[src/rtl/neuron_mac.sv]
// Single-neuron MAC: streams N_INPUTS signed 8x8 products into a biased accumulator,
// then requantises (>>> SHIFT) and saturates to signed 8 bits for the ReLU stage.
module neuron_mac #(
  parameter int N_INPUTS = 8,
  parameter int ACC_W    = 24,
  parameter int SHIFT    = 4
) (
  input  logic        clk,
  input  logic        rst_n,
  input  logic        start,
  input  logic [15:0] bias,
  input  logic        in_valid,
  output logic        in_ready,
  input  logic [7:0]  in_data,
  input  logic [7:0]  w_data,
  output logic        out_valid,
  input  logic        out_ready,
  output logic [7:0]  out_data,
  output logic        busy
);
  localparam int CNT_W = $clog2(N_INPUTS + 1);
  localparam logic [CNT_W-1:0] N_CNT = CNT_W'(N_INPUTS);
  localparam logic signed [ACC_W-1:0] SAT_HI = ACC_W'(127);
  localparam logic signed [ACC_W-1:0] SAT_LO = ACC_W'(-128);

  typedef enum logic [2:0] {IDLE, ACC, DRAIN, SCALE, OUT} state_t;

  state_t                  state, state_nxt;
  logic [CNT_W-1:0]        cnt;
  logic signed [ACC_W-1:0] acc;
  logic signed [ACC_W-1:0] acc_sum;
  logic signed [ACC_W-1:0] t;
  logic signed [15:0]      prod_r;
  logic                    prod_v;
  logic                    beat;
  logic                    last_beat;
  logic [7:0]              sat;

  assign beat      = in_valid & in_ready;
  assign last_beat = beat && (cnt == N_CNT - 1'b1);
  assign busy      = (state != IDLE);

  // Product registered one beat earlier is folded in here: multiply/add pipelined one deep.
  assign acc_sum = prod_v ? acc + {{(ACC_W-16){prod_r[15]}}, prod_r} : acc;

  assign t   = acc >>> SHIFT;
  assign sat = (t > SAT_HI) ? 8'h7F :
               (t < SAT_LO) ? 8'h80 : t[7:0];

  always_ff @(posedge clk or negedge rst_n) begin
    if (!rst_n) state <= IDLE;
    else        state <= state_nxt;
  end

  always_comb begin
    state_nxt = state;
    in_ready  = 1'b0;
    case (state)
      IDLE:  if (start) state_nxt = ACC;
      ACC: begin
        in_ready = (cnt < N_CNT);
        if (last_beat) state_nxt = DRAIN;
      end
      DRAIN: state_nxt = SCALE;
      SCALE: state_nxt = OUT;
      OUT:   if (out_valid && out_ready) state_nxt = IDLE;
      default: state_nxt = IDLE;
    endcase
  end

  always_ff @(posedge clk or negedge rst_n) begin
    if (!rst_n) begin
      acc       <= '0;
      cnt       <= '0;
      prod_r    <= '0;
      prod_v    <= 1'b0;
      out_data  <= '0;
      out_valid <= 1'b0;
    end else begin
      case (state)
        IDLE: begin
          if (start) begin
            acc    <= {{(ACC_W-16){bias[15]}}, bias};
            cnt    <= '0;
            prod_v <= 1'b0;
          end
        end
        ACC: begin
          acc    <= acc_sum;
          prod_v <= beat;
          if (beat) begin
            prod_r <= $signed(in_data) * $signed(w_data);
            cnt    <= cnt + 1'b1;
          end
        end
        DRAIN: begin
          acc    <= acc_sum;
          prod_v <= 1'b0;
        end
        SCALE: begin
          out_data  <= sat;
          out_valid <= 1'b1;
        end
        OUT: if (out_ready) out_valid <= 1'b0;
        default: ;
      endcase
    end
  end
endmodule

[config.mk]
export PLATFORM = sky130hd
export DESIGN_NAME = neuron_mac
export DESIGN_NICKNAME = d
export VERILOG_FILES = /design/src/rtl/neuron_mac.sv
export SDC_FILE = /design/constraint.sdc
export NUM_CORES = 1
export LEC_CHECK = 0
export ABC_AREA = 1
export CORE_UTILIZATION = 59
export DETAILED_ROUTE_END_ITERATION = 7
export PLACE_DENSITY_LB_ADDON = 0.08
export SYNTH_ARGS = -nofsm -noshare
export SYNTH_HDL_FRONTEND = slang
export SYNTH_SLANG_ARGS = --single-unit
[constraint.sdc]
create_clock -name clk -period 2.1 [get_ports clk]
set_clock_uncertainty 0.1 [all_clocks]
set_input_delay 0.315 -clock clk [delete_from_list [all_inputs] [get_ports clk]]
set_output_delay 0.315 -clock clk [all_outputs]
set_load 0.1 [all_outputs]
* After elaboration in Yosys (flattened, before gate mapping)
Cells that the tools add are included.
W data, S select, Z words.
** Word-level totals
- Bits in registers :: 57
- Latch bits :: 0
- Bits in writable memories :: 0
- ROM bits :: 0
- Input port bits :: 37
- Output and inout port bits :: 11
- Word-level logic and storage cells :: 57
- Memories :: 0
** Cells by class
- $add $sub $neg :: 2
- Multipliers :: 1
- Div/mod/pow operators :: 0
- $lt $le $gt $ge :: 3
- Eq/ne operators :: 11
- Shift operators :: 0
- Mux-type cells :: 17
- Bitwise logic cells :: 1
- Reductions and logical operators :: 15
** Operators by type and width (number)
- $mux W24 :: 2
- $pmux W24 S2 :: 1
- $add A24 B24 Y24 :: 1
- $gt A20 B8 Y1 const B :: 1
- $lt A20 B8 Y1 const B :: 1
- $mul A8 B8 Y16 :: 1
- $mux W8 :: 2
- $pmux W3 S5 :: 1
- $ne A2 B2 Y1 const B :: 5
- $mux W3 :: 3
- $reduce_and A3 Y1 :: 3
- $mux W4 :: 2
- $pmux W4 S2 :: 1
- $eq A3 B2 Y1 const B :: 2
- $reduce_and A2 Y1 :: 3
- $reduce_bool A2 Y1 :: 3
- $reduce_bool A3 Y1 :: 2
- $add A4 B1 Y4 const B :: 1
- $eq A4 B3 Y1 const B :: 1
- $lt A4 B4 Y1 const B :: 1
- $eq A3 B1 Y1 const B :: 1
- $eq A3 B3 Y1 const B :: 1
- $logic_not A3 Y1 :: 1
- $mux W1 :: 3
- other kinds (6) :: 7

* Longest topological paths before layout
Gate-level depths: netlist of run 1.
- Depth after elaboration :: 6
- Depth in mapped cells :: 21
- Gate-level depth less buffers :: 20

* Least setup slack after synthesis of run 1
Ideal clock, no wire load.
- Kind :: input to register
- From :: in in_data[0]
- To :: reg prod_r[11]
- Setup time :: 0.126 ns
- Data arrival time :: 4.072 ns
- Data required time :: 1.874 ns
- Slack :: -2.198 ns
- Cell stages on the path :: 17
- Buffers on the path :: 1
- Cells stage by stage :: clkbuf_1 -> or2_2 -> fa_1 -> fa_1 -> inv_1 -> fa_1 -> inv_1 -> fa_1 -> inv_1 -> ha_1 -> nand2_1 -> o21ai_0 -> a21oi_1 -> o21ai_0 -> nand2_1 -> nand2_1 -> o21ai_0
** Between the ends
- Longest elaborated chain between the ends :: 1
** RTL lines
- from (decl) :: RTL line 14 : input logic [7:0] in_data,
- $mul A8 B8 Y16 :: RTL line 92 : prod_r <= $signed(in_data) * $signed(w_data);
- to (signal assigned) :: RTL line 92
- to (decl) :: RTL line 33 : logic signed [15:0] prod_r;
No other way between the ends.
A chain may end at the register's enable or synchronous reset.

* Worst setup path after layout of run 1
- From :: in w_data[7]
- To :: reg prod_r[12]
** Between the ends
- Longest elaborated chain between the ends :: 1
** RTL lines
- from (decl) :: RTL line 15 : input logic [7:0] w_data,
- $mul A8 B8 Y16 :: RTL line 92
No other way between the ends.

==> results of run 1 <==
==> cell usage after synthesis <==
| cell type | instances |
|---|---|
| o22ai_1 | 2 |
| a21oi_1 | 47 |
| o21ai_1 | 1 |
| a22o_1 | 8 |
| o21ai_0 | 26 |
| nand3b_1 | 10 |
| buf_2 | 4 |
| xor2_1 | 9 |
| inv_2 | 1 |
| dfrtp_1 | 57 |
| a31oi_1 | 4 |
| xnor2_1 | 10 |
| nand4_1 | 11 |
| nor4_1 | 4 |
| or2_2 | 2 |
| o21bai_1 | 2 |
| fa_1 | 56 |
| nand2_4 | 1 |
| a21oi_4 | 2 |
| nand3_2 | 1 |
| o21a_1 | 2 |
| nand3_1 | 40 |
| nor3_1 | 6 |
| nor2_1 | 66 |
| nand2_1 | 306 |
| a22oi_1 | 3 |
| o31ai_1 | 1 |
| buf_6 | 1 |
| and3_1 | 1 |
| clkbuf_1 | 20 |
| o2111ai_1 | 1 |
| o211ai_1 | 2 |
| inv_1 | 227 |
| ha_1 | 53 |
| nor2_2 | 2 |
==> critical path, delay by kind of cell <==
family	cells	cell delay, ps
buffers and inverters	4	540
adder cells (fa/ha/maj)	5	2300
AND/OR/NAND/NOR	5	570
AO/OA/AOI/OAI	3	360
==> state kept, by name (all words and copies together) (netlist names) <==
name and cells:
out_valid 1, state 3, prod_r 16, cnt 4, out_data 8, acc 24
prod_v 1
==> per-layer routing <==
layer	GRT usage, %	part of all wire [%]
met1	36.29	38
met4	18.29	5.4
met5	0	0
met3	3.048	5.0
met2	58.63	52
==> metrics by stage <==
stage / instance area [um2] / setup TNS, ps / utilization, % / hold slack (ps) / cells
after global routing: 9263 / -20730 / 83.97 / 298.3 / 1270
final: 9263 / -18730 / 83.97 / 274.8 / 1270
after detailed placement: 8074 / -26580 / 73.20 / 237.5 / 1208
after global placement: 8074 / -26040 / 73.20 / 237.5 / 1208
after CTS: 8823 / -15450 / 79.99 / 262.4 / 1253
after floorplan: 7288 / -16710 / - / -80.59 / 989
==> timing repair <==
item,in CTS,in global routing
hold endpoints to repair,57,0
hold buffers,1,0
endpoints found under the setup margin,14,28
pin swaps,79,55
setup buffers,29,20
gates resized for setup,155,85
==> worst paths after layout <==
path	endpoint	slack, ps	cells after the start
worst min-delay path	prod_r[0]$_DFFE_PN0P_	270	3
worst max-delay path	prod_r[12]$_DFFE_PN0P_	-1890	17
worst max register to register	acc[20]$_DFFE_PN0P_	-50	10
worst min register to register	prod_v$_DFFE_PN0P_	380	2
max in group asynchronous	acc[21]$_DFFE_PN0P_	1230	3
min in group asynchronous	acc[1]$_DFFE_PN0P_	380	3
==> cells in the final DEF, fill, tap and decap left out, types with 9 or more instances in the layout <==
cell type          n
o21ai_1           10
a21oi_1           38
o21ai_0           13
buf_4             83
nand2_4            9
ha_1              23
inv_2             30
clkbuf_16          9
nand2_1          273
fa_1              47
ha_4              22
nand2_2           23
nand4_1           11
nand3_1           35
nor2_1            52
nor2_2            11
dfrtp_1           57
fa_2               9
nand3b_1          10
clkdlybuf4s50_1   19
buf_6             32
inv_1            193
==> layout make-up <==
| cell class | count | area, um2 | share of cell area [%] |
|---|---|---|---|
| clock inverters | 7 | 102.6 | 1.108 |
| clock buffers | 9 | 225.2 | 2.431 |
| flip-flops and latches | 57 | 1426 | 15.40 |
| repair buffers | 150 | 1389 | 14.99 |
| multi-input cells | 679 | 5075 | 54.79 |
| inverters | 228 | 869.6 | 9.388 |
| well taps | 140 | 175.2 | 1.891 |
==> logic make-up after synthesis <==
| group | synth area share (%) |
|---|---|
| xor gates and xnor gates | 2.454 |
| and+or+nand+nor | 27.25 |
| adders and majority gates | 26.31 |
| AOI/OAI and AO/OA | 8.764 |
| buffers and inverters | 14.19 |
| DFF | 21.03 |
==> impl_results.md, run 1 <==
- Register area share after synthesis: about a fifth
- Slew Limit Fails: 0
- Status: finished with violations
- Initial antenna violation count: 0
- Dpl ws: -2417 ps
- Largest net degree at the start of global routing: between 50 and 60
- Initial drt markers: 587
- Worst EP arrival: between 4000 and 5000 ps
- Nets: approximately 1300
- Total number of vias: 6999
- Width of the die: 109.2 um
- Crit Path Category: in -> reg
- IO Count: 48
- Core Footprint: 11030 um2
- CP peak stage delay: 560 ps
- Worst slew pin tran: between 600 and 700 ps
- Worst Setup End Kind: register
- Ys Warns: 0
- Final period demand of the worst path: between 3000 and 4000 ps
- Die area: ~12000 um2
- GRT overflow: 0
- First-pass iteration count of the detailed router: 5
- First-pass GRT wire length: ~29 mm
- # diodes: 0
- Unrepaired setup endpoints after global routing: true
- WP data required: 2220 ps
- CTS tree: done
- Net count after synthesis: between 1000 and 1500
- Die H: between 100 and 150 um
- Final WS setup: -1889 ps
- Clock sink count: 57
- Max-Cap Viols: 0
- Post-synthesis cell area: just under 7000 um2
- HPWL after detailed placement: between 10 and 15 mm
- Total Wirelength: roughly 21 mm
- Failing checks: setup timing
- Yosys top cell by area: dfrtp_1
- Largest buffer count on any clock path: 2
- CP Cell Sequence: buf_8, clkinvlp_4, buf_4, buf_4, nor2_2, fa_1, fa_2, fa_1, fa_1, ha_4, nand2_2, nor2_2, a21oi_2, o21bai_1, nand2_1, nand2_1, o21ai_1
- Min-delay worst type: in -> reg
- Critical path startpoint category: input port
- Crit path top cell by count: fa_1
- Vias in the first global route: between 6000 and 7000
- Relative slew slack: 58.05%
- Worst-path fanout max: 7
- Yosys cell types: 35
- Flops & latches, synth: 57
- Area delta synth->final: 36.59%
- Reg clk slew, reported paths: 50 ps
- Top cells by area, synth: dfrtp_1 21%, nand2_1 17%, fa_1 17%
- Synth top area share: roughly a fifth
- CTS H-tree lvls: 3
- Routability Congestion: around 0.91
- Initial core utilization: 61.48%
- Syn Area/Cell: between 6 and 7 um2
- Critical path startpoint: w_data[7]
- CTS buffer count: 9
- Overall global routing resource usage: between 30% and 40%
- Root buffer cell: clkbuf_16
- DRT antenna net count: 0
- Vias/cell: between 5 and 6
- Drt wl/cell: ~17 um
- Reg-to-Reg Start: prod_r[15]$_DFFE_PN0P_
- Post-synthesis cell count: 989
- Worst hold start: in_data[0]
- # setup viols final: 17
- Remaining DRCs: 0
- Share of cells above drive strength 1: a little over a quarter
- Final Hold Vio Count: 0
- Fillers: around 650
- Clock Latency Late Sink: around 340 ps
- Max Fclk: around 250 MHz
- Slowest-stage cell, CP: fa_2
- Period utilization: 190.0%
- Port bufs: 47
- Num rows: 38
Power of run 1 is not shown: default switching activity piles up to over one toggle a cycle in this logic, so the estimate is an artifact.
==> run 2, diff against run 1 <==
--- a/config.mk
+++ b/config.mk
@@ -6,9 +6,11 @@
 export NUM_CORES = 1
 export LEC_CHECK = 0
 export ABC_AREA = 1
+export CAP_MARGIN = 25
 export CORE_UTILIZATION = 59
 export DETAILED_ROUTE_END_ITERATION = 7
 export PLACE_DENSITY_LB_ADDON = 0.08
+export SLEW_MARGIN = 20
 export SYNTH_ARGS = -nofsm -noshare
 export SYNTH_HDL_FRONTEND = slang
 export SYNTH_SLANG_ARGS = --single-unit
==> results of run 2 <==
No change in the layout: final DEF, timing and power equal those of run 1.
Power of run 2 is left out for the same reason.
